**config.mk**
```make
export PLATFORM = sky130hd
export DESIGN_NAME = e1ofn_rtl_bridge
export DESIGN_NICKNAME = d
export VERILOG_FILES = /design/src/rtl/e1ofn_pkg.sv /design/src/rtl/e1ofn_sync2.sv /design/src/rtl/e1ofn_rtl_bridge.sv
export SDC_FILE = /design/constraint.sdc
export NUM_CORES = 1
export LEC_CHECK = 0
export CAP_MARGIN = 20
export CORE_UTILIZATION = 25
export DETAILED_ROUTE_END_ITERATION = 6
export MAX_ROUTING_LAYER = met4
export PLACE_DENSITY = 0.52
export SLEW_MARGIN = 20
export SYNTH_ARGS = -nofsm -noshare
export SYNTH_HDL_FRONTEND = slang
export SYNTH_HIERARCHICAL = 1
export SYNTH_SLANG_ARGS = --single-unit
```
**constraint.sdc**
```tcl
create_clock -name CLK -period 2.1 [get_ports CLK]
set_clock_uncertainty 0.2 [all_clocks]
set_input_delay 0.63 -clock CLK [delete_from_list [all_inputs] [get_ports CLK]]
set_output_delay 0.63 -clock CLK [all_outputs]
set_load 0.005 [all_outputs]
```
**src/rtl/e1ofn_pkg.sv**
```systemverilog
// Shared types and digit helpers for the e1ofN <-> valid/ready bridge.
// Helpers work on MAX_N-wide rails so any N up to MAX_N uses the same code.
package e1ofn_pkg;

    localparam int M_DEF = 9;
    localparam int N_DEF = 2;
    localparam int B_DEF = (N_DEF > 1) ? $clog2(N_DEF) : 1;
    localparam int W_DEF = M_DEF * B_DEF;
    localparam int MAX_N = 16;

    typedef enum logic [1:0] {DIG_NEUTRAL, DIG_VALID, DIG_MULTI} dig_class_t;
    typedef enum logic {R_IDLE, R_ACK} rx_state_t;
    typedef enum logic [1:0] {S_IDLE, S_WAIT_ACK, S_NEUTRAL} tx_state_t;

    function automatic dig_class_t digit_class(input logic [MAX_N-1:0] rails, input int n);
        int cnt;
        cnt = 0;
        for (int k = 0; k < MAX_N; k++)
            if (k < n && rails[k]) cnt++;
        if (cnt == 0)      return DIG_NEUTRAL;
        else if (cnt == 1) return DIG_VALID;
        else               return DIG_MULTI;
    endfunction

    // Index of the high rail; only meaningful for a valid digit.
    function automatic int decode_digit(input logic [MAX_N-1:0] rails, input int n);
        int v;
        v = 0;
        for (int k = 0; k < MAX_N; k++)
            if (k < n && rails[k]) v = v | k;
        return v;
    endfunction

    // Out-of-range values saturate onto the top rail.
    function automatic logic [MAX_N-1:0] encode_digit(input int val, input int n);
        logic [MAX_N-1:0] r;
        int sat;
        sat = (val >= n) ? n - 1 : val;
        r = '0;
        for (int k = 0; k < MAX_N; k++)
            if (k < n) r[k] = (sat == k);
        return r;
    endfunction

endpackage

```
**src/rtl/e1ofn_sync2.sv**
```systemverilog
// Two-flop synchronizer for asynchronous rails/handshake inputs.
module e1ofn_sync2 #(
    parameter int WIDTH = 1
) (
    input  logic             CLK,
    input  logic             RESET,
    input  logic [WIDTH-1:0] d,
    output logic [WIDTH-1:0] q
);

    logic [WIDTH-1:0] meta;

    always_ff @(posedge CLK or posedge RESET) begin
        if (RESET) begin
            meta <= '0;
            q    <= '0;
        end else begin
            meta <= d;
            q    <= meta;
        end
    end

endmodule

```
**src/rtl/e1ofn_rtl_bridge.sv**
```systemverilog
// Bridge between QDI e1ofN_M channels and clocked valid/ready ports.
// Receive half decodes into a one-entry buffer; send half encodes onto registered rails.
module e1ofn_rtl_bridge
    import e1ofn_pkg::*;
#(
    parameter int M = M_DEF,
    parameter int N = N_DEF,
    parameter int B = (N > 1) ? $clog2(N) : 1,
    parameter int W = M * B
) (
    input  logic           CLK,
    input  logic           RESET,
    input  logic [M*N-1:0] rx_rails,
    output logic           rx_en,
    output logic           rx_valid,
    output logic [W-1:0]   rx_data,
    input  logic           rx_ready,
    input  logic           tx_valid,
    input  logic [W-1:0]   tx_data,
    output logic           tx_ready,
    output logic [M*N-1:0] tx_rails,
    input  logic           tx_en,
    output logic           proto_err
);

    logic [M*N-1:0] rx_s;
    logic           tx_en_s;

    e1ofn_sync2 #(.WIDTH(M*N)) u_rx_sync (
        .CLK   (CLK),
        .RESET (RESET),
        .d     (rx_rails),
        .q     (rx_s)
    );

    e1ofn_sync2 #(.WIDTH(1)) u_txen_sync (
        .CLK   (CLK),
        .RESET (RESET),
        .d     (tx_en),
        .q     (tx_en_s)
    );

    logic [M-1:0]   dig_valid, dig_neutral, dig_multi, enc_err;
    logic [W-1:0]   dec_word;
    logic [M*N-1:0] enc_word;

    for (genvar i = 0; i < M; i++) begin : g_dig
        dig_class_t cls;
        assign cls            = digit_class(MAX_N'(rx_s[i*N +: N]), N);
        assign dig_valid[i]   = (cls == DIG_VALID);
        assign dig_neutral[i] = (cls == DIG_NEUTRAL);
        assign dig_multi[i]   = (cls == DIG_MULTI);
        assign dec_word[i*B +: B] = B'(decode_digit(MAX_N'(rx_s[i*N +: N]), N));

        assign enc_word[i*N +: N] = N'(encode_digit(int'(tx_data[i*B +: B]), N));
        assign enc_err[i]         = (int'(tx_data[i*B +: B]) >= N);
    end

    logic all_valid, all_neutral, any_multi;
    assign all_valid   = &dig_valid;
    assign all_neutral = &dig_neutral;
    assign any_multi   = |dig_multi;

    // Receive FSM
    rx_state_t rx_state, rx_state_nx;
    logic      rx_capture, rx_drain;

    assign rx_drain = rx_valid && rx_ready;

    always_ff @(posedge CLK or posedge RESET) begin
        if (RESET) rx_state <= R_IDLE;
        else       rx_state <= rx_state_nx;
    end

    always_comb begin
        rx_state_nx = rx_state;
        rx_capture  = 1'b0;
        case (rx_state)
            R_IDLE: begin
                if (all_valid && !rx_valid) begin
                    rx_capture  = 1'b1;
                    rx_state_nx = R_ACK;
                end
            end
            R_ACK: begin
                // Re-enable only once the single buffer slot is free.
                if (all_neutral && (!rx_valid || rx_drain))
                    rx_state_nx = R_IDLE;
            end
            default: rx_state_nx = R_IDLE;
        endcase
    end

    assign rx_en = (rx_state == R_IDLE);

    always_ff @(posedge CLK or posedge RESET) begin
        if (RESET) begin
            rx_valid <= 1'b0;
            rx_data  <= '0;
        end else if (rx_capture) begin
            rx_valid <= 1'b1;
            rx_data  <= dec_word;
        end else if (rx_drain) begin
            rx_valid <= 1'b0;
        end
    end

    // Send FSM
    tx_state_t tx_state, tx_state_nx;
    logic      tx_fire, tx_clear;

    always_ff @(posedge CLK or posedge RESET) begin
        if (RESET) tx_state <= S_IDLE;
        else       tx_state <= tx_state_nx;
    end

    always_comb begin
        tx_state_nx = tx_state;
        tx_fire     = 1'b0;
        tx_clear    = 1'b0;
        case (tx_state)
            S_IDLE: begin
                if (tx_valid && tx_en_s) begin
                    tx_fire     = 1'b1;
                    tx_state_nx = S_WAIT_ACK;
                end
            end
            S_WAIT_ACK: begin
                if (!tx_en_s) begin
                    tx_clear    = 1'b1;
                    tx_state_nx = S_NEUTRAL;
                end
            end
            S_NEUTRAL: begin
                if (tx_en_s) tx_state_nx = S_IDLE;
            end
            default: tx_state_nx = S_IDLE;
        endcase
    end

    assign tx_ready = (tx_state == S_IDLE) && tx_en_s;

    // Rails only ever move codeword -> neutral or neutral -> codeword.
    always_ff @(posedge CLK or posedge RESET) begin
        if (RESET)         tx_rails <= '0;
        else if (tx_fire)  tx_rails <= enc_word;
        else if (tx_clear) tx_rails <= '0;
    end

    always_ff @(posedge CLK or posedge RESET) begin
        if (RESET)
            proto_err <= 1'b0;
        else if (any_multi || (tx_fire && |enc_err))
            proto_err <= 1'b1;
    end

endmodule

```
# Yosys cells after proc, flatten, opt, wreduce, memory -nomap -nowiden
# Cells that the tools add are included.
[totals]
wordCells = 154
reg_bits = 70
ram_bits = 0
input_bits = 32
rom_bits = 0
output_inout_bits = 31
n_memories = 0
latch_bits = 0
[classes]
bitwise_logic = 10
mux = 61
n_eq_ne = 32
reduce_logical = 32
n_mul = 0
n_addsub = 9
div_mod_pow = 0
n_shift = 0
n_lt_le_gt_ge = 0
[op_table]
columns = ["op", "n"]
rows = [
  ["32-bit by 2-bit == test with 1-bit output (second input constant)", 9],
  ["32-bit logical NOT", 9],
  ["32-bit two-way mux", 9],
  ["32-bit by 2-bit adder with 32-bit output (second input constant)", 8],
  ["2-bit two-way mux", 21],
  ["18-bit two-way mux", 2],
  ["1-bit two-way mux", 27],
  ["2-bit by 1-bit == test with 1-bit output (second input constant)", 10],
  ["2-bit == test (second input constant)", 10],
  ["2-bit logical NOT", 10],
  ["9-bit AND reduction", 2],
  ["1-bit inverter", 10],
  ["9-bit OR reduction", 1],
  ["2-bit one-hot mux with 3 select lines", 1],
  ["1-bit logical AND", 5],
  ["2-bit inequality test (second input constant)", 2],
  ["2-bit nonzero test", 2],
  ["3-bit AND reduction", 1],
  ["1-bit by 1-bit adder with 2-bit output (second input constant)", 1],
  ["2-bit by 1-bit inequality test with 1-bit output (second input constant)", 1],
  ["1-bit one-hot mux with 2 select lines", 1],
  ["1-bit logical NOT", 1],
  ["1-bit logical OR", 1],
]

# Depth between registers and ports, before layout
# Gate-level depths: netlist of run 1.
[depth]
word_depth = 12
depth_mapped = 6
ltp_nobuf = 5

# Cells and area by module
# Netlist of run 1, hierarchy kept.
[by_module_without_submodules]
columns = ["module", "instances", "seq_area_each_um2", "area_each_um2", "cells_each"]
rows = [
  ["e1ofn_rtl_bridge", 1, 800.8, 1702.9, 155],
  ["e1ofn_sync2 at u_rx_sync", 1, 900.9, 904.6, 37],
  ["e1ofn_sync2 at u_txen_sync", 1, 50.0, 53.8, 3],
]

# Worst setup path before layout of run 1
# Ideal clock, no wire load.
[synth_path]
path_type = "flip-flop to flip-flop"
start = "register u_rx_sync.q[15]"
end = "register rx_data[0]"
setup_time_ps = 127
arrival_ps = 1550
setup_slack_ps = 223
path_stages_with_launch = 7
path_buffers = 1
required_ps = 1773
period_less_slack_ps = 1877
cell_sequence = "dfrtp_1 -> inv_1 -> ha_1 -> nand4_1 -> nor4_4 -> buf_6 -> mux2_1"
[synth_via]
elab_chain_cells = 9
word_cells_on_any_way = 10
classes_between = "2 x eq/ne; 5 x mux; 3 x reduce/logical"
[synth_rtl]
columns = ["item", "line", "text"]
rows = [
  ["start: declaration", "e1ofn_sync2.sv:8", "output logic [WIDTH-1:0] q"],
  ["start signal: assignment", "e1ofn_sync2.sv:19", "q <= meta;"],
  ["32-bit two-way mux *", "e1ofn_pkg.sv:19", "if (k < n && rails[k]) cnt++;"],
  ["32-bit by 2-bit == test with 1-bit output", "e1ofn_pkg.sv:21", "else if (cnt == 1) return DIG_VALID;"],
  ["2-bit two-way mux", "e1ofn_pkg.sv:21", ""],
  ["2-bit two-way mux *", "e1ofn_pkg.sv:20", "if (cnt == 0) return DIG_NEUTRAL;"],
  ["2-bit by 1-bit == test with 1-bit output *", "e1ofn_rtl_bridge.sv:50", "assign dig_valid[i] = (cls == DIG_VALID);"],
  ["9-bit AND reduction *", "e1ofn_rtl_bridge.sv:60", "assign all_valid = &dig_valid;"],
  ["1-bit logical AND *", "e1ofn_rtl_bridge.sv:80", "if (all_valid && !rx_valid) begin"],
  ["1-bit two-way mux *", "e1ofn_rtl_bridge.sv:80", ""],
  ["1-bit two-way mux *", "e1ofn_rtl_bridge.sv:78", "case (rx_state)"],
  ["end signal: assignment", "e1ofn_rtl_bridge.sv:102", "rx_data <= dec_word;"],
  ["end: declaration", "e1ofn_rtl_bridge.sv:16", "output logic [W-1:0] rx_data,"],
]
# Every way passes the cells marked *; elsewhere a longest branch is shown, timed or not.
# A chain may end at the register's enable or synchronous reset.

# Worst setup path in the final report of run 1
[layout_path]
start = "register u_rx_sync.q[7]"
end = "register rx_data[4]"
# The elaborated chain is that of the path after synthesis.

==> results.md, run 1 <==
- Setup TNS: 0 ns
- Leakage: 1.90 nW
- Final setup violation count: 0
- First drt pass iteration count: 6
- FFs w/ async S/R, synth: 100%
- Final Hold Viols: 0
- Synth Warn #: 6
- WL per Instance: between 10 and 15 µm
- Final slew viol count: 0
- # IOs: 63
- Post-place setup slack: 0.0422 ns
- Worst reg-to-reg setup slack: 0.02 ns
- Tot GR Track Use: 10.8%
- Setup CP Type: flip-flop to flip-flop
- RSZ-0062 raised after global routing: yes
- Fmax: 480 MHz
- TritonCTS clock tree: yes
- Via density: 3.94
- Die width: 105 µm
- MaxCap Viol Count: 0
- Via count: 1653
- Clock Path Buffers: 2
- GR Overflow Total: 0
- Maximum vdd ir drop: 304 µV
- Setup WS post-layout: 0.0184 ns
- Cell Area, Synth: 2660 µm²
- List of most frequent post-synthesis cells: dfrtp_1, inv_1, nand2_1
- Netlist cell types: 27
- Largest net degree at the start of global routing: 37
- Detail Route Antenna Nets: 0
- Die H: 105 µm
- Site Rows: 37
- Mapped Avg Cell Area: 13.6 µm²
- Final period util: 99.1%
- # clock sinks: 70
- CP Launch Type: flip-flop
- First-pass GRT wire length: ~8500 µm
- CTS clk-pin slew, worst paths: 0.08 ns
- Mapped Nets: 245
- Ranking of synthesized cells by area: dfrtp_1, ha_1, mux2_1
- CP arrival: 2.11 ns
- Drt total wl: between 5000 and 6000 µm
- Synth top area share: 65.8%
- Port bufs: 62
- Power per Cell Area: 884 nW/µm²
- Die area: roughly 11000 µm²
- DRC Markers: 0
- Non-Filler Cell Area, Final: 3850 µm²
- Fin crit period: roughly 2.1 ns
- Vias in the first global route: between 1500 and 2000
- Layout cells sized above 1: 19.7%
- NumNets Final: 329
- Max FO, Critical Path: 3
- Commonest register cell after synthesis: dfrtp_1
- Hold WC Path Type: flip-flop to flip-flop
- WP data required: 2.13 ns
- Register area share after synthesis: 65.8%
- Antenna cells: 0
- Count leader, synth: dfrtp_1
- Cells after Synth: between 150 and 200
- Synth area leader: dfrtp_1
- Initial antenna violation count: 0
- CTS Buf Count: 9
- Status: complete, no violations
- Synthesized flop and latch total: 70
- Iter 0 DRT Violations: 41
- Worst skew pair latency: 0.35 ns
- Clock root buffer: clkbuf_8
- CORE AREA: 10300 µm²
- GPL Wtd Cong: 0.716
- H-tree depth: 3
- CP endpoint kind: flip-flop
- Initial Utilization: 25.8%
- Final HPWL DP: 3680 µm
- Slew HR: 78.0%
- Post-DP Area: between 3000 and 4000 µm²
- Worst-margin pin slew: 0.328 ns
- Number of synthesized flops with an enable pin: 0
- Layout area overhead: 44.6%
-- cells by family after synthesis --
group                      count (synthesis)  synth area share (%)
DFF                                       70                  65.8
and+or+nand+nor                           58                  14.0
buffers and inverters                     29                  5.50
adders and majority gates                 18                  8.46
AOI/OAI and AO/OA                         10                  2.12
muxes                                      9                  3.81
xor gates and xnor gates                   1                 0.329
-- power by group --
part,leakage (nW),switching [mW],internal (mW)
clock network,0.112,0.509,0.787
registers,0.861,0.0798,1.48
logic,0.926,0.201,0.341
total,1.90,0.789,2.61
-- per-layer routing --
layer / vias up / share of wire [%] / track usage [%]
met5: - / 0 / -
met4: 0 / 2.9 / 7.85
met3: 11 / 3.3 / 3.12
met2: 31 / 47 / 15.0
met1: 813 / 47 / 13.2
li1: 798 / - / -
-- final timing paths --
| path | startpoint | to | depth (start not counted) |
|---|---|---|---|
| max reg2reg | u_rx_sync/q[7] | rx_data[4] | 6 |
| min in group asynchronous | RESET | u_txen_sync/meta | 2 |
| min reg2reg | u_rx_sync/meta[1] | u_rx_sync/q[1] | 0 |
| min | u_rx_sync/meta[1] | u_rx_sync/q[1] | 0 |
| max in group asynchronous | RESET | u_rx_sync/q[16] | 3 |
| max | u_rx_sync/q[7] | rx_data[4] | 6 |
-- what timing repair did --
| item | CTS | global route |
|---|---|---|
| setup endpoints to repair | 4 | 20 |
| hold buffers | 0 | 0 |
| setup buffers | 2 | 9 |
| pin swaps | 0 | 2 |
| gates resized for setup | 3 | 17 |
-- flip-flops by register name, indices dropped and copies added (netlist names), 2 cells and up --
signal,count
u_rx_sync/meta,18
u_rx_sync/q,18
tx_rails,18
rx_data,9
tx_state,2
-- placed cells by master (no fill, tap or decap), drive strengths merged --
cell           count
o21bai             1
buf               18
o21ai              9
nand4b             1
nor2               5
mux2               9
nand2             20
nor2b              1
dfrtp             70
nand2b             1
or2                1
bufinv             3
clkinvlp           2
clkdlybuf4s50     53
and4bb             1
nand4              2
xnor2              1
nor4               4
dlymetal6s2s       6
clkdlybuf4s15      1
or3b               1
clkbuf            10
nand3             20
nand4bb            1
inv               22
dlygate4sd2        2
ha                18
clkinv             1
-- stage by stage --
| step | power (mW) | utilization [%] | hold slack, ns | std cells |
|---|---|---|---|---|
| 6_report | 3.40 | 37.3 | 0.151 | 420 |
| 5_1_grt | 3.58 | 37.3 | 0.157 | 420 |
| 4_1_cts | 3.41 | 36.1 | 0.154 | 411 |
| 3_5_place_dp | 2.10 | 33.7 | 0.136 | 393 |
| 3_3_place_gp | 2.10 | 33.7 | 0.135 | 393 |
| 2_1_floorplan | 1.78 | - | 0.131 | 195 |
-- area by class of cell --
class,instances,area (µm²)
fill,1020,6470
sequential,70,1750
timing repair buffer,80,810
multi-input combinational,96,797
tap,136,170
clock buffer,10,128
clock inverter,6,110
inverter,22,82.6
-- critical path, cell delays in order (launching register included) --
cell and delay [ns]:
dfrtp_1 0.38, inv_1 0.06, ha_1 0.27, nand4_1 0.16, nor4_4 0.39, buf_4 0.21, mux2_4 0.30
Power figures use the tool's default switching activity.
==> run 2, diff against run 1 <==
==> constraint.sdc (replaced) <==
create_clock -name CLK -period 2.5 [get_ports CLK]
set_clock_uncertainty 0.2 [all_clocks]
set_input_delay 0.75 -clock CLK [delete_from_list [all_inputs] [get_ports CLK]]
set_output_delay 0.75 -clock CLK [all_outputs]
set_load 0.005 [all_outputs]
==> run 2 against run 1 <==
  * Via count shrank 2.4%
  * Register-to-register slack gained 0.44 ns
  * Global-route usage shrank 0.32 points
  * Core utilization shrank 1.4 points
  * Hold slack lost 0.0011 ns
  * Worst setup slack gained 0.062 ns
  * Flip-flop and latch count is the same
  * Combinational power shrank 23%
  * Critical path type is now flip-flop to primary output
  * Critical endpoint is now tx_ready
  * Largest cell class unchanged
==> results.md, run 2 (same netlist as run 1, synthesis figures left out) <==
- Status: complete, no violations (unchanged)
- Power per Cell Area: 768 nW/µm² (was 884 nW/µm²)
- Largest regs: tx_rails x18, u_rx_sync/meta x18, u_rx_sync/q x18 (unchanged)
- Setup WS post-layout: 0.0808 ns (was 0.0184 ns)
- Worst r2r path cells: 6 (unchanged)
- Grt peak-use layer: met2 (unchanged)
- Setup CP Type: flip-flop to primary output (was flip-flop to flip-flop)
- Non-Filler Cell Area, Final: 3700 µm² (was 3850 µm²)
- Most frequent cells in the layout: dfrtp_1, clkdlybuf4s50_1, inv_1 (unchanged)
- CP arrival: 1.47 ns (was 2.11 ns)
- WL per Instance: 12.2 µm (was 12.7 µm)
- CORE AREA: 10300 µm² (unchanged)
- Port bufs: 62 (unchanged)
- Clock root buffer: clkbuf_8 (unchanged)
- Fin crit period: 2.42 ns
- Worst skew pair latency: 0.34 ns (was 0.35 ns)
- Post-DP Area: 3450 µm² (was 3480 µm²)
- Clock Path Buffers: 2 (unchanged)
- First-pass GRT wire length: 8450 µm (was 8470 µm)
- Vias in the first global route: 1700 (was 1669)
- Leakage: 1.74 nW (was 1.90 nW)
- Iter 0 DRT Violations: 53 (was 41)
- Maximum vdd ir drop: 240 µV (was 304 µV)
- Area of the multi-input gates: 763 µm² (was 797 µm²)
- RSZ-0062 raised after global routing: no (was yes)
- Hold WC Path Type: flip-flop to flip-flop (unchanged)
- Layout area overhead: 39.1% (was 44.6%)
- Final period util: 96.8%
- Met3 Use GR: 3.12% (unchanged)
- MaxCap Viol Count: 0 (unchanged)
- Final HPWL DP: 3600 µm (was 3680 µm)
- Slew HR: 46.1% (was 78.0%)
- Setup TNS: 0 ns (unchanged)
- Sequential Area: 1750 µm² (unchanged)
- WP data required: 1.55 ns (was 2.13 ns)
- # IOs: 63 (unchanged)
- Fmax: 413 MHz
- Tot GR Track Use: 10.4% (was 10.8%)
- M2 GR Usage: 15.5% (was 15.0%)
- # fillers: 994 (was 1020)
- Final Hold Viols: 0 (unchanged)
- GR Overflow Total: 0 (unchanged)
- Final setup violation count: 0 (unchanged)
- CTS Buf Count: 9 (unchanged)
- Final slew viol count: 0 (unchanged)
- Power Total: 2.84 mW (was 3.40 mW)
- Cell depth of the worst hold path: 0 (unchanged)
- # hold bufs at CTS: 0 (unchanged)
- Post-place setup slack: 0.340 ns (was 0.0422 ns)
- Utilization after layout: 35.9% (was 37.3%)
- TritonCTS clock tree: yes (unchanged)
- NumNets Final: 318 (was 329)
- Detail Route Antenna Nets: 0 (unchanged)
- DRC Markers: 0 (unchanged)
- Initial Utilization: 25.8% (unchanged)
- Die area: 11100 µm² (unchanged)
- Initial antenna violation count: 0 (unchanged)
- Largest net degree at the start of global routing: 37 (unchanged)
- Drt total wl: 5010 µm (was 5350 µm)
- H-tree depth: 3 (unchanged)
- Commonest non-fill, non-tap cell in the layout: dfrtp_1 (unchanged)
- First drt pass iteration count: 4 (was 6)
- Antenna cells: 0 (unchanged)
- Layout cells sized above 1: 13.2% (was 19.7%)
- CP Launch Type: flip-flop (unchanged)
- # clock sinks: 70 (unchanged)
- Max FO, Critical Path: 2 (was 3)
- Met1 Use GR: 12.5% (was 13.2%)
- Site Rows: 37 (unchanged)
- Worst-margin pin slew: 0.808 ns (was 0.328 ns)
- GPL Wtd Cong: 0.751 (was 0.716)
- Die width: 105 µm (unchanged)
- Via density: 3.95 (was 3.94)
- Via count: 1614 (was 1653)
- Die H: 105 µm (unchanged)
- CTS clk-pin slew, worst paths: 0.07 ns (was 0.08 ns)
- CP endpoint kind: primary output (was flip-flop)
## run 2: cell count changes in the layout (fill, tap and decap cells not counted), moves of 6 or more
cell             previous run  this run
buf_4                      14         6
mux2_1                      0         9
mux2_4                      9         0
dlymetal6s2s_1              6         0
clkdlybuf4s50_1            53        62
## run 2: metal layers
metal  share of wire [%]  vias up
met4                 2.7        0
met1                  44      784
li1                    -      777
met5                   0        -
met2                  48       42
met3                 5.5       11
## run 2: where the power goes
group	internal [mW]	switching (mW)
Sequential	1.25	0.0681
Clock	0.692	0.420
Combinational	0.256	0.159
## run 2: final timing paths
check / startpoint / end / slack (ns)
worst max register to register: u_rx_sync/q[3] / rx_data[3] / 0.46
worst min-delay path: u_rx_sync/meta[13] / u_rx_sync/q[13] / 0.15
min in group asynchronous: RESET / u_txen_sync/meta / 0.42
worst min register to register: u_rx_sync/meta[13] / u_rx_sync/q[13] / 0.15
max in group asynchronous: RESET / u_rx_sync/q[12] / 1.10
worst max-delay path: tx_state[1] / tx_ready / 0.08
## run 2: timing repair
| item | CTS | global route |
|---|---|---|
| buffers inserted | 1 | 0 |
| resized for setup | 0 | 0 |
| endpoints found under the setup margin | 1 | 0 |
## run 2: area by class of cell
cell class                      count  share of cell area, %
Clock buffer                       11                   3.82
Clock inverter                      5                   2.87
Inverter                           22                   2.23
Multi-Input combinational cell     96                   20.6
Sequential cell                    70                   47.3
Tap cell                          136                   4.60
Timing Repair Buffer               69                   18.5
## run 2: stage by stage
step,cells,hold slack (ns)
2_1_floorplan,195,0.131
3_3_place_gp,392,0.134
3_5_place_dp,392,0.135
4_1_cts,409,0.151
5_1_grt,409,0.157
6_report,409,0.150
## run 2: critical path, cell delays in order (launching register included)
cell	delay, ns
dfrtp_1	0.38
nand2b_1	0.15
nor2_1	0.09
clkdlybuf4s50_1	0.51
